<file path="config.mk">
export PLATFORM = sky130hd
export DESIGN_NAME = alu_seq_param_flat
export DESIGN_NICKNAME = d
export VERILOG_FILES = /design/src/rtl/alu_pkg.sv /design/src/rtl/alu_seq_param_if.sv /design/src/rtl/mod_iter_unit.sv /design/src/rtl/alu_seq_param.sv /design/src/flat_wrapper.sv
export SDC_FILE = /design/constraint.sdc
export NUM_CORES = 1
export LEC_CHECK = 0
export ABC_CLOCK_PERIOD_IN_PS = 5200
export CAP_MARGIN = 10
export CORE_ASPECT_RATIO = 0.5
export CORE_UTILIZATION = 65
export DETAILED_ROUTE_END_ITERATION = 7
export DONT_BUFFER_PORTS = 1
export GPL_ROUTABILITY_DRIVEN = 0
export GPL_TIMING_DRIVEN = 0
export PLACE_DENSITY = 0.81
export SYNTH_ARGS = -nofsm -noshare
export SYNTH_HDL_FRONTEND = slang
export SYNTH_SLANG_ARGS = --single-unit
export TNS_END_PERCENT = 5
</file>
<file path="constraint.sdc">
create_clock -name clk -period 5.2 [get_ports clk]
set_input_delay 0 -clock clk [delete_from_list [all_inputs] [get_ports clk]]
set_output_delay 0 -clock clk [all_outputs]
set_load 0.02 [all_outputs]
</file>
<file path="src/rtl/alu_pkg.sv">
// Shared opcodes, FSM states and flag-bundle layout for the sequential ALU.
// Latency: none, types and constants only.
// Backpressure: not applicable.
package alu_pkg;

  typedef logic [2:0] op_t;

  localparam op_t OP_AND = 3'b000;
  localparam op_t OP_OR  = 3'b001;
  localparam op_t OP_XOR = 3'b010;
  localparam op_t OP_NOR = 3'b011;
  localparam op_t OP_SLT = 3'b100;
  localparam op_t OP_ADD = 3'b101;
  localparam op_t OP_SUB = 3'b110;
  localparam op_t OP_MOD = 3'b111;

  typedef enum logic {
    IDLE    = 1'b0,
    MOD_RUN = 1'b1
  } state_t;

  // Flag bundle, MSB first: {dz, ovf, carry, zero}.
  typedef struct packed {
    logic dz;
    logic ovf;
    logic carry;
    logic zero;
  } flags_t;

  localparam flags_t FLAGS_CLR = '0;

  // Carry and overflow are only meaningful for the adder ops.
  function automatic logic is_arith(input op_t op);
    return (op == OP_ADD) || (op == OP_SUB);
  endfunction

endpackage

</file>
<file path="src/rtl/alu_seq_param_if.sv">
// Request/result bundle between the issuing controller and the sequential ALU.
// Latency: none, wires only.
// Backpressure: in_ready from the ALU; no backpressure on the result side.
interface alu_seq_param_if
  import alu_pkg::*;
#(
  parameter int WIDTH = 32
);

  logic             in_valid;
  logic             in_ready;
  logic [WIDTH-1:0] a;
  logic [WIDTH-1:0] b;
  op_t              alu_op;
  logic             out_valid;
  logic [WIDTH-1:0] result;
  logic             flag_zero;
  logic             flag_carry;
  logic             flag_ovf;
  logic             flag_dz;

  // Issuing controller side.
  modport master (
    output in_valid, a, b, alu_op,
    input  in_ready, out_valid, result, flag_zero, flag_carry, flag_ovf, flag_dz
  );

  // ALU side.
  modport slave (
    input  in_valid, a, b, alu_op,
    output in_ready, out_valid, result, flag_zero, flag_carry, flag_ovf, flag_dz
  );

endinterface

</file>
<file path="src/rtl/mod_iter_unit.sv">
// Restoring remainder unit: one quotient bit per clock, WIDTH steps per operation.
// Latency: done is raised combinationally during the WIDTH-th step after start, with rem valid alongside.
// Backpressure: none; start is only honoured by the caller while busy is low.
module mod_iter_unit #(
  parameter int WIDTH = 32
) (
  input  logic             clk,
  input  logic             rst,
  input  logic             start,
  input  logic [WIDTH-1:0] a,
  input  logic [WIDTH-1:0] b,
  output logic             busy,
  output logic             done,
  output logic [WIDTH-1:0] rem
);

  localparam int CNT_W = $clog2(WIDTH + 1);

  logic [CNT_W-1:0] cnt_q, cnt_d;
  logic [WIDTH-1:0] rem_q, rem_d;
  logic [WIDTH-1:0] quo_q, quo_d;
  logic [WIDTH-1:0] div_q, div_d;

  logic [WIDTH:0]   shifted;
  logic             ge;
  logic [WIDTH-1:0] rem_step;

  // One restoring step: shift in the next dividend MSB, subtract the divisor if it fits.
  // The remainder before the shift is < divisor, so the shifted value needs one extra bit
  // for the compare, while the subtraction result always fits back into WIDTH bits.
  always_comb begin
    shifted  = {rem_q, quo_q[WIDTH-1]};
    ge       = (shifted >= {1'b0, div_q});
    rem_step = ge ? (shifted[WIDTH-1:0] - div_q) : shifted[WIDTH-1:0];
  end

  assign busy = (cnt_q != '0);
  assign done = busy && (cnt_q == CNT_W'(1));
  // Exposes the remainder being written on this edge so the final step's value can be
  // captured by the caller on the same edge the counter reaches zero.
  assign rem  = rem_step;

  // Load on start, otherwise iterate while the counter is non-zero.
  always_comb begin
    cnt_d = cnt_q;
    rem_d = rem_q;
    quo_d = quo_q;
    div_d = div_q;
    if (start) begin
      cnt_d = CNT_W'(WIDTH);
      rem_d = '0;
      quo_d = a;
      div_d = b;
    end else if (busy) begin
      cnt_d = cnt_q - CNT_W'(1);
      rem_d = rem_step;
      quo_d = {quo_q[WIDTH-2:0], 1'b0};
    end
  end

  // State registers; reset abandons any operation in flight.
  always_ff @(posedge clk) begin
    if (rst) begin
      cnt_q <= '0;
      rem_q <= '0;
      quo_q <= '0;
      div_q <= '0;
    end else begin
      cnt_q <= cnt_d;
      rem_q <= rem_d;
      quo_q <= quo_d;
      div_q <= div_d;
    end
  end

endmodule

</file>
<file path="src/rtl/alu_seq_param.sv">
// Parametrised-width ALU with registered result/flags; MOD runs iteratively.
// Latency: 1 cycle for logic/compare/add/sub and MOD by zero; WIDTH+1 cycles for MOD.
// Backpressure: in_ready low while MOD iterates; out_valid is a one-cycle pulse, no output stall.
module alu_seq_param
  import alu_pkg::*;
#(
  parameter int WIDTH = 32
) (
  input  logic       clk,
  input  logic       rst,
  alu_seq_param_if.slave bus
);

  state_t           state_q, state_d;
  logic             out_valid_q, out_valid_d;
  logic [WIDTH-1:0] result_q, result_d;
  flags_t           flags_q, flags_d;

  logic             accept;
  logic             mod_start;
  logic             mod_busy;
  logic             mod_done;
  logic [WIDTH-1:0] mod_rem;

  logic [WIDTH:0]   sum_ext;
  logic [WIDTH:0]   dif_ext;
  logic [WIDTH-1:0] b_eff;
  logic             slt;
  logic [WIDTH-1:0] op_res;
  flags_t           op_flags;

  mod_iter_unit #(
    .WIDTH (WIDTH)
  ) u_mod (
    .clk   (clk),
    .rst   (rst),
    .start (mod_start),
    .a     (bus.a),
    .b     (bus.b),
    .busy  (mod_busy),
    .done  (mod_done),
    .rem   (mod_rem)
  );

  assign bus.in_ready = (state_q == IDLE) && !mod_busy;
  assign accept       = bus.in_valid && bus.in_ready;

  // Single-cycle datapath and its flags, evaluated on the request operands.
  always_comb begin
    sum_ext = {1'b0, bus.a} + {1'b0, bus.b};
    // a + ~b + 1: the extra bit is the no-borrow indication (a >= b unsigned).
    dif_ext = {1'b0, bus.a} + {1'b0, ~bus.b} + {{WIDTH{1'b0}}, 1'b1};
    // Overflow uses the effective addend, i.e. the negated b for SUB.
    b_eff   = (bus.alu_op == OP_SUB) ? (~bus.b + WIDTH'(1)) : bus.b;
    // True signed compare, so the answer stays correct when a-b would overflow.
    slt     = ($signed(bus.a) < $signed(bus.b));

    op_res = '0;
    case (bus.alu_op)
      OP_AND:  op_res = bus.a & bus.b;
      OP_OR:   op_res = bus.a | bus.b;
      OP_XOR:  op_res = bus.a ^ bus.b;
      OP_NOR:  op_res = ~(bus.a | bus.b);
      OP_SLT:  op_res = {{(WIDTH-1){1'b0}}, slt};
      OP_ADD:  op_res = sum_ext[WIDTH-1:0];
      OP_SUB:  op_res = dif_ext[WIDTH-1:0];
      default: op_res = '0;
    endcase

    op_flags      = FLAGS_CLR;
    op_flags.zero = (op_res == '0);
    if (is_arith(bus.alu_op)) begin
      op_flags.carry = (bus.alu_op == OP_ADD) ? sum_ext[WIDTH] : dif_ext[WIDTH];
      op_flags.ovf   = (bus.a[WIDTH-1] == b_eff[WIDTH-1]) &&
                       (op_res[WIDTH-1] != bus.a[WIDTH-1]);
    end
  end

  // Next-state and output-register selection for the IDLE / MOD_RUN sequencer.
  always_comb begin
    state_d     = state_q;
    out_valid_d = 1'b0;
    result_d    = result_q;
    flags_d     = flags_q;
    mod_start   = 1'b0;
    case (state_q)
      IDLE: begin
        if (accept) begin
          if (bus.alu_op != OP_MOD) begin
            result_d    = op_res;
            flags_d     = op_flags;
            out_valid_d = 1'b1;
          end else if (bus.b == '0) begin
            // Divide by zero answers immediately with the dividend.
            result_d      = bus.a;
            flags_d       = FLAGS_CLR;
            flags_d.dz    = 1'b1;
            flags_d.zero  = (bus.a == '0);
            out_valid_d   = 1'b1;
          end else begin
            mod_start = 1'b1;
            state_d   = MOD_RUN;
          end
        end
      end
      MOD_RUN: begin
        if (mod_done) begin
          result_d     = mod_rem;
          flags_d      = FLAGS_CLR;
          flags_d.zero = (mod_rem == '0);
          out_valid_d  = 1'b1;
          state_d      = IDLE;
        end
      end
      default: state_d = IDLE;
    endcase
  end

  // Sequencer state and registered outputs; reset also aborts a running MOD silently.
  always_ff @(posedge clk) begin
    if (rst) begin
      state_q     <= IDLE;
      out_valid_q <= 1'b0;
      result_q    <= '0;
      flags_q     <= FLAGS_CLR;
    end else begin
      state_q     <= state_d;
      out_valid_q <= out_valid_d;
      result_q    <= result_d;
      flags_q     <= flags_d;
    end
  end

  assign bus.out_valid  = out_valid_q;
  assign bus.result     = result_q;
  assign bus.flag_zero  = flags_q.zero;
  assign bus.flag_carry = flags_q.carry;
  assign bus.flag_ovf   = flags_q.ovf;
  assign bus.flag_dz    = flags_q.dz;

endmodule

</file>
<file path="src/flat_wrapper.sv">
// flat-port wrapper written by rule: the top's interface ports become plain ports
module alu_seq_param_flat import alu_pkg::*;
#(
  parameter int WIDTH = 32
)
  (clk, rst, bus_in_valid, bus_a, bus_b, bus_alu_op, bus_in_ready, bus_out_valid, bus_result, bus_flag_zero, bus_flag_carry, bus_flag_ovf, bus_flag_dz);
  alu_seq_param_if #(.WIDTH(WIDTH)) bus_i ();
  input  logic clk;
  input  logic rst;
  input wire logic [$bits(bus_i.in_valid)-1:0] bus_in_valid;
  input wire logic [$bits(bus_i.a)-1:0] bus_a;
  input wire logic [$bits(bus_i.b)-1:0] bus_b;
  input wire logic [$bits(bus_i.alu_op)-1:0] bus_alu_op;
  output wire logic [$bits(bus_i.in_ready)-1:0] bus_in_ready;
  output wire logic [$bits(bus_i.out_valid)-1:0] bus_out_valid;
  output wire logic [$bits(bus_i.result)-1:0] bus_result;
  output wire logic [$bits(bus_i.flag_zero)-1:0] bus_flag_zero;
  output wire logic [$bits(bus_i.flag_carry)-1:0] bus_flag_carry;
  output wire logic [$bits(bus_i.flag_ovf)-1:0] bus_flag_ovf;
  output wire logic [$bits(bus_i.flag_dz)-1:0] bus_flag_dz;
  assign bus_i.in_valid = bus_in_valid;
  assign bus_i.a = bus_a;
  assign bus_i.b = bus_b;
  assign bus_i.alu_op = bus_alu_op;
  assign bus_in_ready = bus_i.in_ready;
  assign bus_out_valid = bus_i.out_valid;
  assign bus_result = bus_i.result;
  assign bus_flag_zero = bus_i.flag_zero;
  assign bus_flag_carry = bus_i.flag_carry;
  assign bus_flag_ovf = bus_i.flag_ovf;
  assign bus_flag_dz = bus_i.flag_dz;
  alu_seq_param #(.WIDTH(WIDTH)) u_core (.clk(clk), .rst(rst), .bus(bus_i));
endmodule
</file>
### After elaboration in Yosys (flattened, before gate mapping)

Index checks and enable logic that the tools add are counted.

* bits in registers: 140
* input port bits: 70
* word-level logic and storage cells: 84

* $lt $le $gt $ge: 2
* add/sub/neg operators: 6
* reductions and logical operators: 15
* eq/ne operators: 13
* muxes and demuxes: 30
* bitwise operators: 6

Operators with widths (count)
* $mux 32: 8
* $pmux 32 s7: 1
* $logic_not 32->1: 4
* $add 32x32->33: 2
* $not 32->32: 2
* $pmux 32 s2: 1
* $add 33x1->33 const B: 1
* $ge 33x32->1: 1
* $add 32x1->32 const B: 1
* $and 32x32->32: 1
* $lt 32x32->1: 1
* $or 32x32->32: 1
* $sub 32x32->32: 1
* $xor 32x32->32: 1
* $mux 4: 4
* $mux 6: 2
* $mux 1: 10
* $eq 3x3->1 const B: 3
* $pmux 4 s2: 1
* $eq 3x2->1 const B: 2
* $eq 6x1->1 const B: 1
* $ne 3x3->1 const B: 2
* $reduce_bool 6->1: 1
* $sub 6x1->6 const B: 1
* 15 further kinds: 19

### Depth between registers and ports, before layout

* word-level depth: 10
* gate-level depth with buffers: 18

### Cells and area by module

Synthesis repeated with hierarchy kept, for this count alone.

* cells, all modules: 2030
* area total of the unflattened synthesis: 14681.6 µm²

Modules (own cells, without submodules)
* alu_seq_param: area an instance 8239.2 µm², cells an instance 1193, times used 1, sequential area each 760.7 µm²
* mod_iter_unit: area an instance 6442.4 µm², cells an instance 837, times used 1, sequential area each 2042.0 µm²

### Worst setup path before layout

Ideal clock, no wire load.

* kind: flip-flop to flip-flop
* from: reg u_core.u_mod.div_q[1]
* to: reg u_core.result_q[12] (netlist: u_core.bus.result[12])
* data required time: 5.068 ns
* library setup time: 0.132 ns
* setup slack: 1.798 ns
* buffers on the path: 3
* data arrival time: 3.271 ns
* clock period less this slack: 3.402 ns
* cell stages (with the launch flop): 17
* path through: dfxtp_1 -> inv_1 -> ha_1 -> nor2b_1 -> o31a_1 -> o31a_1 -> o311ai_1 -> a211oi_1 -> a211o_1 -> a21o_1 -> clkbuf_1 -> buf_6 -> buf_2 -> mux2i_1 -> nor2_1 -> nor3_1 -> nor3_1

* word-level cells in the longest chain between the ends: 4
* elaborated cells between the ends (all ways): 5
* classes of those cells: add/sub (1); order compare (1); mux (3)

Ends and longest elaborated chain
* start: declaration: line mod_iter_unit.sv:22 `logic [WIDTH-1:0] div_q, div_d;`
* start signal: assignment: line mod_iter_unit.sv:72 `div_q <= div_d;`
* $sub 32x32->32 / $ge 33x32->1 (equally long branches): line mod_iter_unit.sv:34, mod_iter_unit.sv:33
* $mux 32 *: line mod_iter_unit.sv:34 `rem_step = ge ? (shifted[WIDTH-1:0] - div_q) : shifted[WIDTH-1:0];`
* $mux 32 *: line alu_seq_param.sv:107 `if (mod_done) begin`
* $pmux 32 s2 *: line alu_seq_param.sv:86 `case (state_q)`
* end signal: assignment: line alu_seq_param.sv:129 `result_q <= result_d;`
* end: declaration: line alu_seq_param.sv:16 `logic [WIDTH-1:0] result_q, result_d;`

Mark *: on every way between the ends. The rest lies on a longest branch, timed or not. The select of a mux whose other input is x is not followed.
A chain may end at the register's enable or synchronous reset.

### Worst setup path in the final report

* from: reg u_core.u_mod.div_q[1]
* to: reg u_core.flags_q (netlist bit u_core.bus.flag_zero)

* word-level cells in the longest chain between the ends: 5
* elaborated cells between the ends (all ways): 6
* classes of those cells: add/sub (1); order compare (1); mux (3); reduce/logical (1)

Ends and longest elaborated chain
* $sub 32x32->32 / $ge 33x32->1 (equally long branches): line mod_iter_unit.sv:34, mod_iter_unit.sv:33
* $mux 32 *: line mod_iter_unit.sv:34
* $logic_not 32->1 *: line alu_seq_param.sv:110 `flags_d.zero = (mod_rem == '0);`
* $mux 4 *: line alu_seq_param.sv:107
* $pmux 4 s2 *: line alu_seq_param.sv:86
* end signal: assignment: line alu_seq_param.sv:130 `flags_q <= flags_d;`
* end: declaration: line alu_seq_param.sv:17 `flags_t flags_q, flags_d;`

Marked as above.

==> out/qor.yml <==
run_status:
  status: "finished clean"
finish:
  n_fill_cell: 1708
  fin_cells: 2390
  nNetsFinal: 2285
  areaGrowthSynthToFinish_pct: 11.4
  drive_gt1_share_pct: 3.87
placement:
  pre_cts_ws_ns: 0.828
  port_buffers: 0
  dp_hpwl_microns: 42200
  placed_cells: 2289
clock_tree:
  clock_sinks: 140
  ctsHoldBuffers: 66
  cts_resized: 0
  insertion_delay_ns: 0.43
  clockRootBuffer: "clkbuf_16"
  cts_setup_buffers: 0
  clkTransAtPathRegs_ns: 0.06
  htreeDepth: 4
  cts_buffers: 17
  clockBufferDepth: 2
  cts_tree: "yes"
routing:
  drt_iter0_drc: 2969
  wire_per_inst_microns: 24.3
  wirelength_microns: 58000
  viasPerCell: 7.03
  drc: 0
  drt-pass1-iter-count: 8
  drtAntennaViolNets: 0
  num_vias: 16812
setup_path:
  worst_ep_arrival_time_ns: 5.07
  start_kind: "flip-flop"
  end_kind: "flip-flop"
  required_ns: 5.58
  crit_fanout: 10
  ff2ff_path_depth: 15
  path_class: "reg -> reg"
yosys:
  synth_edf_count: 0
  synth.top_cell.area_share_pct: 19.9
  postSynthAreaPerCell_sq_um: 7.04
  syn_area_sq_um: 14000
  ys.flop_type: "dfxtp_1"
  ys_types: 90
  async_flop_share_pct: 0
  syn_nets: 2200
  netlist_top_cells_count: "nand2_1 (283), a21oi_1 (208), nor2_1 (201), inv_1 (141), dfxtp_1 (140)"
  syn_inst: 1997
  yosysTopAreaCell: "dfxtp_1"
  yosysMostFrequentCell: "nand2_1"
  ys_seq_elements: 140
  ys_seq_area_share_pct: 19.9
  yosys-top-cells-area: "dfxtp_1 (20%), ha_1 (12%), nand2_1 (7.6%)"
  yosys_warnings: 0
power_and_ir_drop:
  p_per_area_nw_per_um2: 443
  vdd_ir_drop_max_uv: 343
  power.total_mw: 6.94
  p_leak_nw: 6.25
floorplanning:
  die_h_microns: 106
  fp.dieW_microns: 210
  die_area_sq_um: 22200
  start_util_pct: 67.3
  core-area_sq_um: 20900
  rows: 37
  io_pins: 108
sta:
  finalWorstSetupSlack_ns: 0.511
  slew_viol_final: 0
  hold_viol_final: 0
  fin_setup_tns_ns: 0
  period_minus_slack_ns: 4.69
  post-route-period-util_pct: 90.2
  holdWs_ns: 0.00933
  rsz0062_at_grt: "no"
  finClkSkew_ns: 0.00787
  worstMarginPinSlew_ns: 1.43
  relSlewSlack_pct: 3.63
  finalSetupViolCount: 0
  fmax_mhz: 213
global_routing:
  grt_usage_pct: 51.0
  met1_usage_pct: 67.1
  grt-busiest-layer: "met2"
  overflow: 0
  grt_pass1_wl_microns: 86300
  use_met2_pct: 71.6
  grt_max_degree: 17
  first_global_vias: 14932
  grtUsageMet3_pct: 22.3
  antenna_found_initial: 2
min_path:
  hold_depth: 4
  hold_class: "in -> reg"
job:
  maxCapViolations: 0
-- final cells by class --
type / instances / area (sq um) / share of cell area, %
Inverter: 143 / 537 / 3.43
Multi-Input combinational cell: 1577 / 10100 / 64.4
Sequential cell: 140 / 2800 / 17.9
Tap cell: 292 / 365 / 2.33
Clock inverter: 10 / 90.1 / 0.575
Buffer: 137 / 634 / 4.05
Timing Repair Buffer: 66 / 661 / 4.22
Clock buffer: 22 / 484 / 3.09
Antenna cell: 3 / 7.51 / 0.0479
-- cells in the final DEF, fill, tap and decap left out, types with 28 or more instances in the layout --
master / n
nand2_1: 283
a21oi_1: 208
nor2_1: 201
inv_1: 141
dfxtp_1: 140
ha_1: 130
clkbuf_1: 110
o21ai_0: 96
dlygate4sd3_1: 66
xnor2_1: 47
a211oi_1: 47
mux2i_1: 47
nor3_1: 41
nor4_1: 35
a311oi_1: 33
nand4_1: 28
nand3_1: 28
-- state kept, by name, summed over array words and instances, names as in the netlist, 6 cells and up --
| register | count |
|---|---|
| u_core.bus.result | 32 |
| u_core.u_mod.cnt_q | 6 |
| u_core.u_mod.div_q | 32 |
| u_core.u_mod.quo_q | 32 |
| u_core.u_mod.rem_q | 32 |
-- worst max-delay path: stages, from the launching register on --
cell and delay [ns]:
dfxtp_1 0.40, inv_1 0.08, ha_1 0.30, nor2b_1 0.15, o31a_1 0.29, o31a_1 0.27, o311ai_1 0.50, a211oi_1 0.23
a211o_1 0.39, a21oi_1 0.24, clkbuf_1 0.38, nor2_1 0.09, a21oi_1 0.40, o21ai_0 0.22, nor4_1 0.50, a211o_1 0.21
-- per-layer routing --
metal	vias up	part of all wire (%)
li1	7319	-
met1	7646	38
met2	1490	38
met3	357	18
met4	0	5.8
met5	-	0
-- per-stage QoR --
stage / instance area (sq um) / util [%]
floorplan: 14000 / -
global placement: 14400 / 69.0
detailed placement: 14400 / 69.0
CTS: 15700 / 75.0
global route: 15700 / 75.0
finish: 15700 / 75.0
-- worst paths after layout --
| check | start | to | slack, ns |
|---|---|---|---|
| setup / recovery | u_core.u_mod.div_q[1] | u_core.bus.flag_zero | 0.51 |
| hold / removal | bus_a[5] | u_core.bus.result[5] | 0.009 |
| setup reg to reg | u_core.u_mod.div_q[1] | u_core.bus.flag_zero | 0.51 |
| hold reg to reg | u_core.u_mod.div_q[11] | u_core.u_mod.div_q[11] | 0.45 |
-- report_power, final --
group          total (mW)  internal [mW]  switching, mW
registers            1.51           1.26          0.248
clock network        1.20          0.706          0.492
logic                4.23           1.45           2.77
total                6.94           3.42           3.51
-- logic make-up after synthesis --
| logic type | count (synthesis) | share of synthesized area (%) |
|---|---|---|
| AOI/OAI and AO/OA | 614 | 28.6 |
| xor gates and xnor gates | 71 | 4.43 |
| adders and majority gates | 133 | 12.0 |
| buffers and inverters | 280 | 8.34 |
| DFF | 140 | 19.9 |
| muxes | 53 | 3.83 |
| and+or+nand+nor | 706 | 22.8 |
Power figures use the tool's default switching activity.
